$ cat config.mk
export PLATFORM = sky130hd
export DESIGN_NAME = ctu_scan_seq_ctl
export DESIGN_NICKNAME = d
export VERILOG_FILES = /design/src/rtl/ctu_scan_pkg.sv /design/src/rtl/scan_misr.sv /design/src/rtl/ctu_scan_seq_ctl.sv
export SDC_FILE = /design/constraint.sdc
export NUM_CORES = 1
export LEC_CHECK = 0
export ABC_AREA = 0
export CORE_ASPECT_RATIO = 0.6
export CORE_MARGIN = 2
export CORE_UTILIZATION = 56
export DETAILED_ROUTE_END_ITERATION = 8
export PLACE_DENSITY = 0.81
export SYNTH_ARGS = -nofsm -noshare
export SYNTH_HDL_FRONTEND = slang
export SYNTH_SLANG_ARGS = --single-unit
$ cat constraint.sdc
create_clock -name clk -period 4.3 [get_ports clk]
set_input_delay 0.645 -clock clk [delete_from_list [all_inputs] [get_ports clk]]
set_output_delay 0.645 -clock clk [all_outputs]
set_load 0.03 [all_outputs]
$ cat src/rtl/ctu_scan_pkg.sv
// Shared definitions for the CTU scan/macrotest sequencer.
// Latency: n/a (types and constants only).
// Backpressure: n/a.
//
// Holds the sequencer state encoding, the default MISR feedback polynomial
// and the default reset/settle durations, plus the packed bundle of
// test-stub mode controls that travels from latched config to outputs.
package ctu_scan_pkg;

  // Sequencer states.
  typedef enum logic [2:0] {
    ST_IDLE    = 3'd0,
    ST_RESET   = 3'd1,
    ST_SETTLE  = 3'd2,
    ST_SHIFT   = 3'd3,
    ST_CAPTURE = 3'd4,
    ST_DONE    = 3'd5
  } state_t;

  // x^16 + x^12 + x^3 + x + 1 (x^16 term implicit in the shift-out).
  localparam logic [15:0] DEF_MISR_POLY  = 16'h100B;
  localparam int          DEF_RST_CYC    = 8;
  localparam int          DEF_SETTLE_CYC = 4;

  // Test-stub mode controls, asserted together from RESET through CAPTURE.
  typedef struct packed {
    logic scanmode;
    logic macrotest;
    logic short_chain;
    logic scan_disable;
  } tst_mode_t;

  localparam tst_mode_t TST_MODE_OFF = '0;

endpackage

$ cat src/rtl/scan_misr.sv
// Multiple-input signature register folding 3 scan-out bits per cycle.
// Latency: signature reflects din one cycle after en is sampled high.
// Backpressure: none; updates on every enabled cycle.
//
// Ports:
//   clk, rst_n : clock, synchronous active-low reset (signature -> 0)
//   clr        : synchronous clear, takes priority over en
//   en         : fold din into the signature this cycle
//   din[2:0]   : {so_2, so_1, so_0}
//   sig        : registered signature
module scan_misr
  import ctu_scan_pkg::*;
#(
  parameter int           W    = 16,
  parameter logic [W-1:0] POLY = W'(DEF_MISR_POLY)
) (
  input  logic         clk,
  input  logic         rst_n,
  input  logic         clr,
  input  logic         en,
  input  logic [2:0]   din,
  output logic [W-1:0] sig
);

  logic [W-1:0] sig_d;
  logic [W-1:0] sig_q;

  always_comb begin
    sig_d = sig_q;
    if (clr) begin
      sig_d = '0;
    end else if (en) begin
      // Galois-style step: shift left, fold MSB back through taps, xor inputs.
      sig_d = {sig_q[W-2:0], 1'b0}
            ^ (sig_q[W-1] ? POLY : '0)
            ^ {{(W-3){1'b0}}, din};
    end
  end

  always_ff @(posedge clk) begin
    if (!rst_n) begin
      sig_q <= '0;
    end else begin
      sig_q <= sig_d;
    end
  end

  assign sig = sig_q;

endmodule

$ cat src/rtl/ctu_scan_seq_ctl.sv
// Scan/macrotest sequencer driving a cluster test stub; compresses scan-out into a MISR.
// Latency: all outputs registered; busy/pre_grst_l change the cycle after start is sampled.
// Backpressure: none; start is ignored while busy, abort returns to idle next cycle.
//
// Ports:
//   clk, rst_n               : clock, synchronous active-low reset
//   start, abort             : one-cycle run request / immediate return to idle
//   cfg_*                    : run configuration, latched when start is accepted
//   so_0..so_2               : cluster scan-outs folded into the signature
//   ctu_tst_*, global_shift_enable : test-stub controls
//   busy, done, err, misr    : status, completion pulse, sticky config error, signature
module ctu_scan_seq_ctl
  import ctu_scan_pkg::*;
#(
  parameter int                CNT_W      = 16,
  parameter int                MISR_W     = 16,
  parameter logic [MISR_W-1:0] MISR_POLY  = MISR_W'(DEF_MISR_POLY),
  parameter int                RST_CYC    = DEF_RST_CYC,
  parameter int                SETTLE_CYC = DEF_SETTLE_CYC
) (
  input  logic              clk,
  input  logic              rst_n,
  input  logic              start,
  input  logic              abort,
  input  logic              cfg_macrotest,
  input  logic              cfg_short_chain,
  input  logic              cfg_pin_based,
  input  logic [CNT_W-1:0]  cfg_shift_len,
  input  logic [CNT_W-1:0]  cfg_num_pat,
  input  logic [3:0]        cfg_cap_cyc,
  input  logic              so_0,
  input  logic              so_1,
  input  logic              so_2,
  output logic              ctu_tst_pre_grst_l,
  output logic              global_shift_enable,
  output logic              ctu_tst_scanmode,
  output logic              ctu_tst_macrotest,
  output logic              ctu_tst_short_chain,
  output logic              ctu_tst_scan_disable,
  output logic              busy,
  output logic              done,
  output logic              err,
  output logic [MISR_W-1:0] misr
);

  localparam logic [CNT_W-1:0] RST_LAST    = CNT_W'(RST_CYC - 1);
  localparam logic [CNT_W-1:0] SETTLE_LAST = CNT_W'(SETTLE_CYC - 1);
  localparam logic [CNT_W-1:0] CNT_ONE     = CNT_W'(1);

  // Sequencer state and counters.
  state_t           state_q, state_d;
  logic [CNT_W-1:0] cnt_q, cnt_d;   // cycles spent in the current state
  logic [CNT_W-1:0] pat_q, pat_d;   // captures completed (= loads done)

  // Latched configuration.
  logic [CNT_W-1:0] shift_len_q, shift_len_d;
  logic [CNT_W-1:0] num_pat_q, num_pat_d;
  logic [3:0]       cap_len_q, cap_len_d;   // effective capture length (1 in scan test)
  tst_mode_t        mode_q, mode_d;

  // Registered outputs.
  logic             grst_l_q, grst_l_d;
  logic             gse_q, gse_d;
  tst_mode_t        tst_q, tst_d;
  logic             busy_q, busy_d;
  logic             done_q, done_d;
  logic             err_q, err_d;

  // Signature control.
  logic             misr_clr;
  logic             misr_en;

  logic             cfg_bad;
  logic [CNT_W-1:0] cnt_inc;
  logic [CNT_W-1:0] shift_last;
  logic [CNT_W-1:0] cap_last;

  always_comb begin
    cfg_bad    = (cfg_shift_len == '0) || (cfg_num_pat == '0) ||
                 (cfg_macrotest && (cfg_cap_cyc == 4'd0));
    cnt_inc    = cnt_q + CNT_ONE;
    shift_last = shift_len_q - CNT_ONE;
    cap_last   = {{(CNT_W-4){1'b0}}, cap_len_q} - CNT_ONE;

    state_d     = state_q;
    cnt_d       = cnt_q;
    pat_d       = pat_q;
    shift_len_d = shift_len_q;
    num_pat_d   = num_pat_q;
    cap_len_d   = cap_len_q;
    mode_d      = mode_q;
    err_d       = err_q;
    misr_clr    = 1'b0;

    unique case (state_q)
      ST_IDLE: begin
        // abort is deliberately not looked at here: a coincident start wins.
        if (start) begin
          shift_len_d = cfg_shift_len;
          num_pat_d   = cfg_num_pat;
          cap_len_d   = cfg_macrotest ? cfg_cap_cyc : 4'd1;
          mode_d      = '{scanmode:     1'b1,
                          macrotest:    cfg_macrotest,
                          short_chain:  cfg_short_chain,
                          scan_disable: cfg_pin_based};
          err_d       = cfg_bad;
          misr_clr    = 1'b1;
          cnt_d       = '0;
          pat_d       = '0;
          state_d     = cfg_bad ? ST_DONE : ST_RESET;
        end
      end
      ST_RESET: begin
        if (cnt_q == RST_LAST) begin
          cnt_d   = '0;
          state_d = ST_SETTLE;
        end else begin
          cnt_d = cnt_inc;
        end
      end
      ST_SETTLE: begin
        if (cnt_q == SETTLE_LAST) begin
          cnt_d   = '0;
          state_d = ST_SHIFT;
        end else begin
          cnt_d = cnt_inc;
        end
      end
      ST_SHIFT: begin
        if (cnt_q == shift_last) begin
          cnt_d   = '0;
          // The pass after the last capture only unloads; then we are finished.
          state_d = (pat_q < num_pat_q) ? ST_CAPTURE : ST_DONE;
        end else begin
          cnt_d = cnt_inc;
        end
      end
      ST_CAPTURE: begin
        if (cnt_q == cap_last) begin
          cnt_d   = '0;
          pat_d   = pat_q + CNT_ONE;
          state_d = ST_SHIFT;
        end else begin
          cnt_d = cnt_inc;
        end
      end
      ST_DONE: begin
        state_d = ST_IDLE;
      end
      default: begin
        state_d = ST_IDLE;
      end
    endcase

    if (abort && (state_q != ST_IDLE)) begin
      state_d = ST_IDLE;
      cnt_d   = '0;
    end

    // Outputs are decoded from the next state so they line up with it.
    busy_d   = (state_d != ST_IDLE);
    grst_l_d = (state_d != ST_RESET);
    gse_d    = (state_d == ST_SHIFT);
    tst_d    = (state_d inside {ST_RESET, ST_SETTLE, ST_SHIFT, ST_CAPTURE}) ? mode_d
                                                                          : TST_MODE_OFF;
    // The pulse lands in the cycle after DONE, i.e. as busy drops.
    done_d   = (state_q == ST_DONE) && !abort;

    // The first shift pass only loads; its scan-out is not meaningful.
    misr_en  = (state_q == ST_SHIFT) && (pat_q != '0) && !abort;
  end

  always_ff @(posedge clk) begin
    if (!rst_n) begin
      state_q     <= ST_IDLE;
      cnt_q       <= '0;
      pat_q       <= '0;
      shift_len_q <= '0;
      num_pat_q   <= '0;
      cap_len_q   <= '0;
      mode_q      <= TST_MODE_OFF;
      grst_l_q    <= 1'b1;
      gse_q       <= 1'b0;
      tst_q       <= TST_MODE_OFF;
      busy_q      <= 1'b0;
      done_q      <= 1'b0;
      err_q       <= 1'b0;
    end else begin
      state_q     <= state_d;
      cnt_q       <= cnt_d;
      pat_q       <= pat_d;
      shift_len_q <= shift_len_d;
      num_pat_q   <= num_pat_d;
      cap_len_q   <= cap_len_d;
      mode_q      <= mode_d;
      grst_l_q    <= grst_l_d;
      gse_q       <= gse_d;
      tst_q       <= tst_d;
      busy_q      <= busy_d;
      done_q      <= done_d;
      err_q       <= err_d;
    end
  end

  scan_misr #(
    .W    (MISR_W),
    .POLY (MISR_POLY)
  ) u_misr (
    .clk   (clk),
    .rst_n (rst_n),
    .clr   (misr_clr),
    .en    (misr_en),
    .din   ({so_2, so_1, so_0}),
    .sig   (misr)
  );

  assign ctu_tst_pre_grst_l   = grst_l_q;
  assign global_shift_enable  = gse_q;
  assign ctu_tst_scanmode     = tst_q.scanmode;
  assign ctu_tst_macrotest    = tst_q.macrotest;
  assign ctu_tst_short_chain  = tst_q.short_chain;
  assign ctu_tst_scan_disable = tst_q.scan_disable;
  assign busy                 = busy_q;
  assign done                 = done_q;
  assign err                  = err_q;

endmodule
Word-level counts from Yosys, hierarchy flattened:

Index checks and enable logic that the tools add are counted.

* flip-flop bits (word level): 100
* latch bits: 0
* memory bits (writable): 0
* ROM bits: 0
* output and inout bits: 25
* memories kept: 0

* $add $sub $neg: 4
* $mul: 0
* div/mod/pow operators: 0
* $lt $le $gt $ge: 1
* equal/unequal tests: 16
* shift-type cells: 0
* multiplexer cells: 23
* bitwise gates (word level): 3
* reduce and logical (&&, ||, !) cells: 24

Operator list (count)
* $mux W16: 6
* $pmux W16 S5: 1
* $add A16 B1 Y16 const B: 2
* $eq A16 B16 Y1: 2
* $logic_not A16 Y1: 2
* $pmux W16 S2: 1
* $mux W3: 7
* $eq A16 B2 Y1 const B: 1
* $eq A16 B3 Y1 const B: 1
* $lt A16 B16 Y1: 1
* $reduce_bool A16 Y1: 1
* $sub A16 B1 Y16 const B: 1
* $xor A16 B16 Y16: 1
* $xor A16 B3 Y16: 1
* $pmux W3 S5: 1
* $mux W13: 1
* $eq A3 B2 Y1 const B: 4
* $mux W4: 3
* $eq A3 B3 Y1 const B: 3
* $eq A3 B1 Y1 const B: 2
* $reduce_and A2 Y1: 3
* $reduce_bool A3 Y1: 2
* $logic_and A1 B1 Y1: 5
* $reduce_bool A5 Y1: 1
* other kinds (13): 18

Logic depth before layout (Yosys ltp):

* word-level depth: 10
* gate-level depth with buffers: 12
* gate-level depth less buffers: 10

Modules after synthesis:

From an unflattened synthesis, not the netlist that was laid out.

* cells, all modules: 655
* area total of the unflattened synthesis: 5439.0 µm²

By module, submodules not included
* ctu_scan_seq_ctl: instances 1, cells an instance 596, area an instance 4810.9 µm², seq. area each 1681.6 µm²
* scan_misr: instances 1, cells an instance 59, area an instance 628.1 µm², seq. area each 320.3 µm²

Worst setup path before layout:

OpenSTA, ideal clock, no wires.

* kind: register to register
* start point: register shift_len_q[0]
* end point: register tst_q (netlist bit ctu_tst_macrotest)
* arrival time: 3.149 ns
* setup slack: 1.034 ns
* cell stages (with the launch flop): 12
* buffers on the path: 1
* cell sequence: dfxtp_1 inv_1 ha_1 clkbuf_1 nor2b_1 nor4bb_1 a32oi_1 a2111o_1 or4_4 or4_4 and3_4 o211a_1

* word-level cells in the longest chain between the ends: 8
* elaborated cells between the ends (all ways): 11
* classes of those cells: add/sub: 1; eq/ne: 5; mux: 3; reduce/logical: 2

RTL lines
* start: declaration: RTL line ctu_scan_seq_ctl.sv:56 `logic [CNT_W-1:0] shift_len_q, shift_len_d;`
* start signal: assignment: RTL line ctu_scan_seq_ctl.sv:192 `shift_len_q <= shift_len_d;`
* $sub A16 B1 Y16 *: RTL line ctu_scan_seq_ctl.sv:82 `shift_last = shift_len_q - CNT_ONE;`
* $eq A16 B16 Y1 *: RTL line ctu_scan_seq_ctl.sv:130 `if (cnt_q == shift_last) begin`
* $mux W3 *: RTL line ctu_scan_seq_ctl.sv:130
* $pmux W3 S5 *: RTL line ctu_scan_seq_ctl.sv:95 `unique case (state_q)`
* $mux W3 *: RTL line ctu_scan_seq_ctl.sv:155 `if (abort && (state_q != ST_IDLE)) begin`
* $eq A3 B1 Y1, or another cell as far along: RTL line ctu_scan_seq_ctl.sv:164 `tst_d = (state_d inside {ST_RESET, ST_SETTLE, ST_SHIFT, ST_CAPTURE}) ? mode_d`
* $reduce_bool A4 Y1 *: RTL line ctu_scan_seq_ctl.sv:164
* $reduce_and A2 Y1 (no line) *
* end signal: assignment: RTL line ctu_scan_seq_ctl.sv:198 `tst_q <= tst_d;`
* end: declaration: RTL line ctu_scan_seq_ctl.sv:64 `tst_mode_t tst_q, tst_d;`

Mark *: on every way between the ends. The rest lies on a longest branch, timed or not.
A chain may end at the register's enable or synchronous reset.

Worst setup path after layout:

* start point: register shift_len_q[2]
* end point: register tst_q (netlist bit ctu_tst_scanmode)

The elaborated chain is that of the path after synthesis.

==> impl_metrics.tcl <==
set metrics [dict create \
    run_status "complete, no violations" \
    ys_types 59 \
    hold_path_class "reg -> reg" \
    ant_nets 0 \
    ys_seq_area_share_pct 37.0 \
    cts_tree "yes" \
    start_util_pct 58.2 \
    synth_xor_area_share_pct 7.28 \
    slowest_delay_ns 0.78 \
    fin_area_sq_um 6480 \
    period_share_pct 87.6 \
    nets 789 \
    vias_per_cell 5.85 \
    post-route-util_pct 69.8 \
    wl_per_cell_microns 16.3 \
    switching_share_pct 28.3 \
    rsz0062_at_grt "no" \
    p_sw_mw 0.591 \
    portBuffers 70 \
    power.share.sequential_pct 47.2 \
    drt_iter0_markers 544 \
    hold_ws_ns 0.471 \
    hold_depth 2 \
    synth_edf_count 0 \
    yosys.area_share.simple_pct 27.1 \
    min_from "err$_SDFFE_PN0P_" \
    cap_violations 0 \
    leakagePower_nw 2.53 \
    hold_end "err$_SDFFE_PN0P_" \
    place_ws_ns 0.561 \
    crit_top_cell "or4_4" \
    synth_nets 733 \
    path_cells "nor4_2, nand4_1, xnor2_1, or4_1, or4_4, or4_4, and3_4, o211a_1" \
    crit_path_end_kind "flip-flop" \
    fin_skew_ns 0.00881 \
    ys_top_cells_by_count "113 x nand2_1, 100 x dfxtp_1, 54 x nor2_1" \
    vias 5020 \
    cts_buffers 9 \
    detail_route.first_pass.iterations 5 \
    diodes 0 \
    r2r_end "ctu_tst_scanmode$_SDFF_PN0_" \
    critPathLaunch "shift_len_q[2]$_SDFFE_PN0P_" \
    cp_num_buf_inv 0 \
    cts_htree_levels 3 \
    synth_top_family_by_area "simple AND/OR/NAND/NOR gates" \
    cts_root_buf "clkbuf_16" \
    area_growth_pct 19.9 \
    crit_fanout 11 \
    rrSetupSlack_ns 0.53 \
    synthAdderAreaFrac_pct 4.63 \
    die_w_microns 131 \
    synthMuxAreaShare_pct 2.43 \
    syn_inst 667 \
    dpl_cell_area_sq_um 6190 \
    setup_viol_count_final 0 \
    synth_top_cell_by_area "dfxtp_1" \
    post-synth-top-area-fraction_pct 37.0 \
    yosysMostFrequentCell "nand2_1" \
    critical-path-top-delay-family "simple AND/OR/NAND/NOR gates" \
    power_frac_comb_pct 14.5 \
    dp_hpwl_microns 10400 \
    power.density_nw_per_um2 322 \
    grt_pass1_vias 4518 \
    clkLatencyLatePin_ns 0.35 \
    cts_buffer_depth 2 \
    slew_headroom_pct 43.9 \
    grtUsageTotal_pct 28.1 \
    cp-start-kind "flip-flop" \
    drc_errors 0 \
    worst_pin_slew_ns 0.834 \
    num_io_pins 71 \
    drive_gt1_share_pct 5.08 \
    crit_arrival_ns 4.02 \
    grt_pass1_wl_microns 22600 \
    yosys_register_bits 100 \
    max_freq_mhz 265 \
    drt_wl_total_microns 14000 \
    clk_pin_slew_ns 0.07 \
    hold_buffers 0 \
    cts_sinks 100 \
    avgSynthCellArea_sq_um 8.11 \
    yosys-top-cells-area "dfxtp_1 37%, nand2_1 7.8%, a21boi_0 5.8%" \
    worstSetupPathType "reg -> reg" \
    synth_warnings 0 \
    synth-async-reset-ratio_pct 0 \
    grt_max_degree 49 \
    core_sq_um 9290 \
    drv_slew 0 \
    intPower_mw 1.50 \
    r2r_cells 8 \
    fin_setup_tns_ns 0 \
    cp.required_ns 4.55 \
    grt_overflow 0 \
    die_height_microns 80.1 \
    period_needed_ns 3.77 \
    ys.flop_type "dfxtp_1" \
    fp-row-count 27 \
    synth-compound-area-share_pct 17.2 \
    peakVddDrop_uv 219 \
    post_cts_buffers 0 \
    place.gp.congestion 0.918 \
    fp.dieArea_sq_um 10500 \
    finalHoldViolations 0 \
    antenna_found_initial 0 \
    cp_slowest_cell "nor4_2" \
    setup_ws_ns 0.532 \
    syn_area_sq_um 5410 \
    p_clk_share_pct 38.3 \
    post_cts_resized 0 \
    timing.rr.start "shift_len_q[2]$_SDFFE_PN0P_" \
]
[worst max-delay path by stage]
stage                                            endpoint  depth (start not counted)
after floorplan              ctu_tst_macrotest$_SDFF_PN0_                         11
after global placement    ctu_tst_scan_disable$_SDFF_PN0_                          8
after detailed placement      ctu_tst_scanmode$_SDFF_PN0_                          8
after CTS                     ctu_tst_scanmode$_SDFF_PN0_                          8
after global routing         ctu_tst_macrotest$_SDFF_PN0_                          8
final                         ctu_tst_scanmode$_SDFF_PN0_                          8
[worst reg2reg max path, cell delays in order (launching register included)]
cell and delay, ns:
dfxtp_1 0.39, nor4_2 0.78, nand4_1 0.29, xnor2_1 0.21, or4_1 0.54, or4_4 0.48
or4_4 0.57, and3_4 0.20, o211a_1 0.22
[per-layer routing]
metal / vias to the layer above / global-route usage, % / share of wire [%]
met5: - / 0 / 0
met4: 0 / 7.98 / 1.3
met3: 23 / 6.46 / 9.3
met2: 225 / 40.4 / 41
met1: 2299 / 41.7 / 49
li1: 2473 / - / -
[cells by family after synthesis]
kind of cell / count (synthesis)
and+or+nand+nor: 298
AOI/OAI and AO/OA: 133
DFF: 100
buffers and inverters: 58
xor gates and xnor gates: 45
adders and majority gates: 20
muxes: 13
[power groups by stage]
| stage | Sequential, mW | Clock (mW) | Combinational [mW] |
|---|---|---|---|
| floorplan | 1.00 | 0 | 0.195 |
| finish | 0.986 | 0.801 | 0.304 |
| global route | 0.990 | 0.849 | 0.336 |
| CTS | 0.985 | 0.813 | 0.300 |
| global placement | 1.00 | 0 | 0.291 |
| detailed placement | 1.01 | 0 | 0.298 |
[cell usage in the layout (no fill, tap or decap), types with 14 or more instances in the layout]
cell type	instances
nand3_1	17
dfxtp_1	100
ha_1	20
o21ai_0	18
nor4_1	18
nand2_1	113
or3_1	14
clkdlybuf4s50_1	70
nor2_1	54
nor3_1	17
a21boi_0	42
a21oi_1	27
xnor2_1	22
inv_1	24
xor2_1	23
[state kept, by name, summed over array words and instances (netlist names)]
name	flops
busy	1
cap_len_q	4
cnt_q	16
ctu_tst_macrotest	1
ctu_tst_pre_grst_l	1
ctu_tst_scan_disable	1
ctu_tst_scanmode	1
ctu_tst_short_chain	1
done	1
err	1
global_shift_enable	1
mode_q	4
num_pat_q	16
pat_q	16
shift_len_q	16
state_q	3
u_misr.sig	16
[final cells by class]
class                           count  area, sq um
Tap cell                          130          163
Multi-Input combinational cell    509         3170
Clock inverter                      7         66.3
Sequential cell                   100         2000
Timing Repair Buffer               79          768
Inverter                           24         90.1
Fill cell                         719         2810
Clock buffer                        9          225
[per-stage QoR]
| stage | cells | total power, mW |
|---|---|---|
| final | 858 | 2.09 |
| after global placement | 842 | 1.30 |
| after detailed placement | 842 | 1.31 |
| after CTS | 858 | 2.10 |
| after floorplan | 667 | 1.20 |
| after global routing | 858 | 2.17 |
Power figures use the tool's default switching activity.
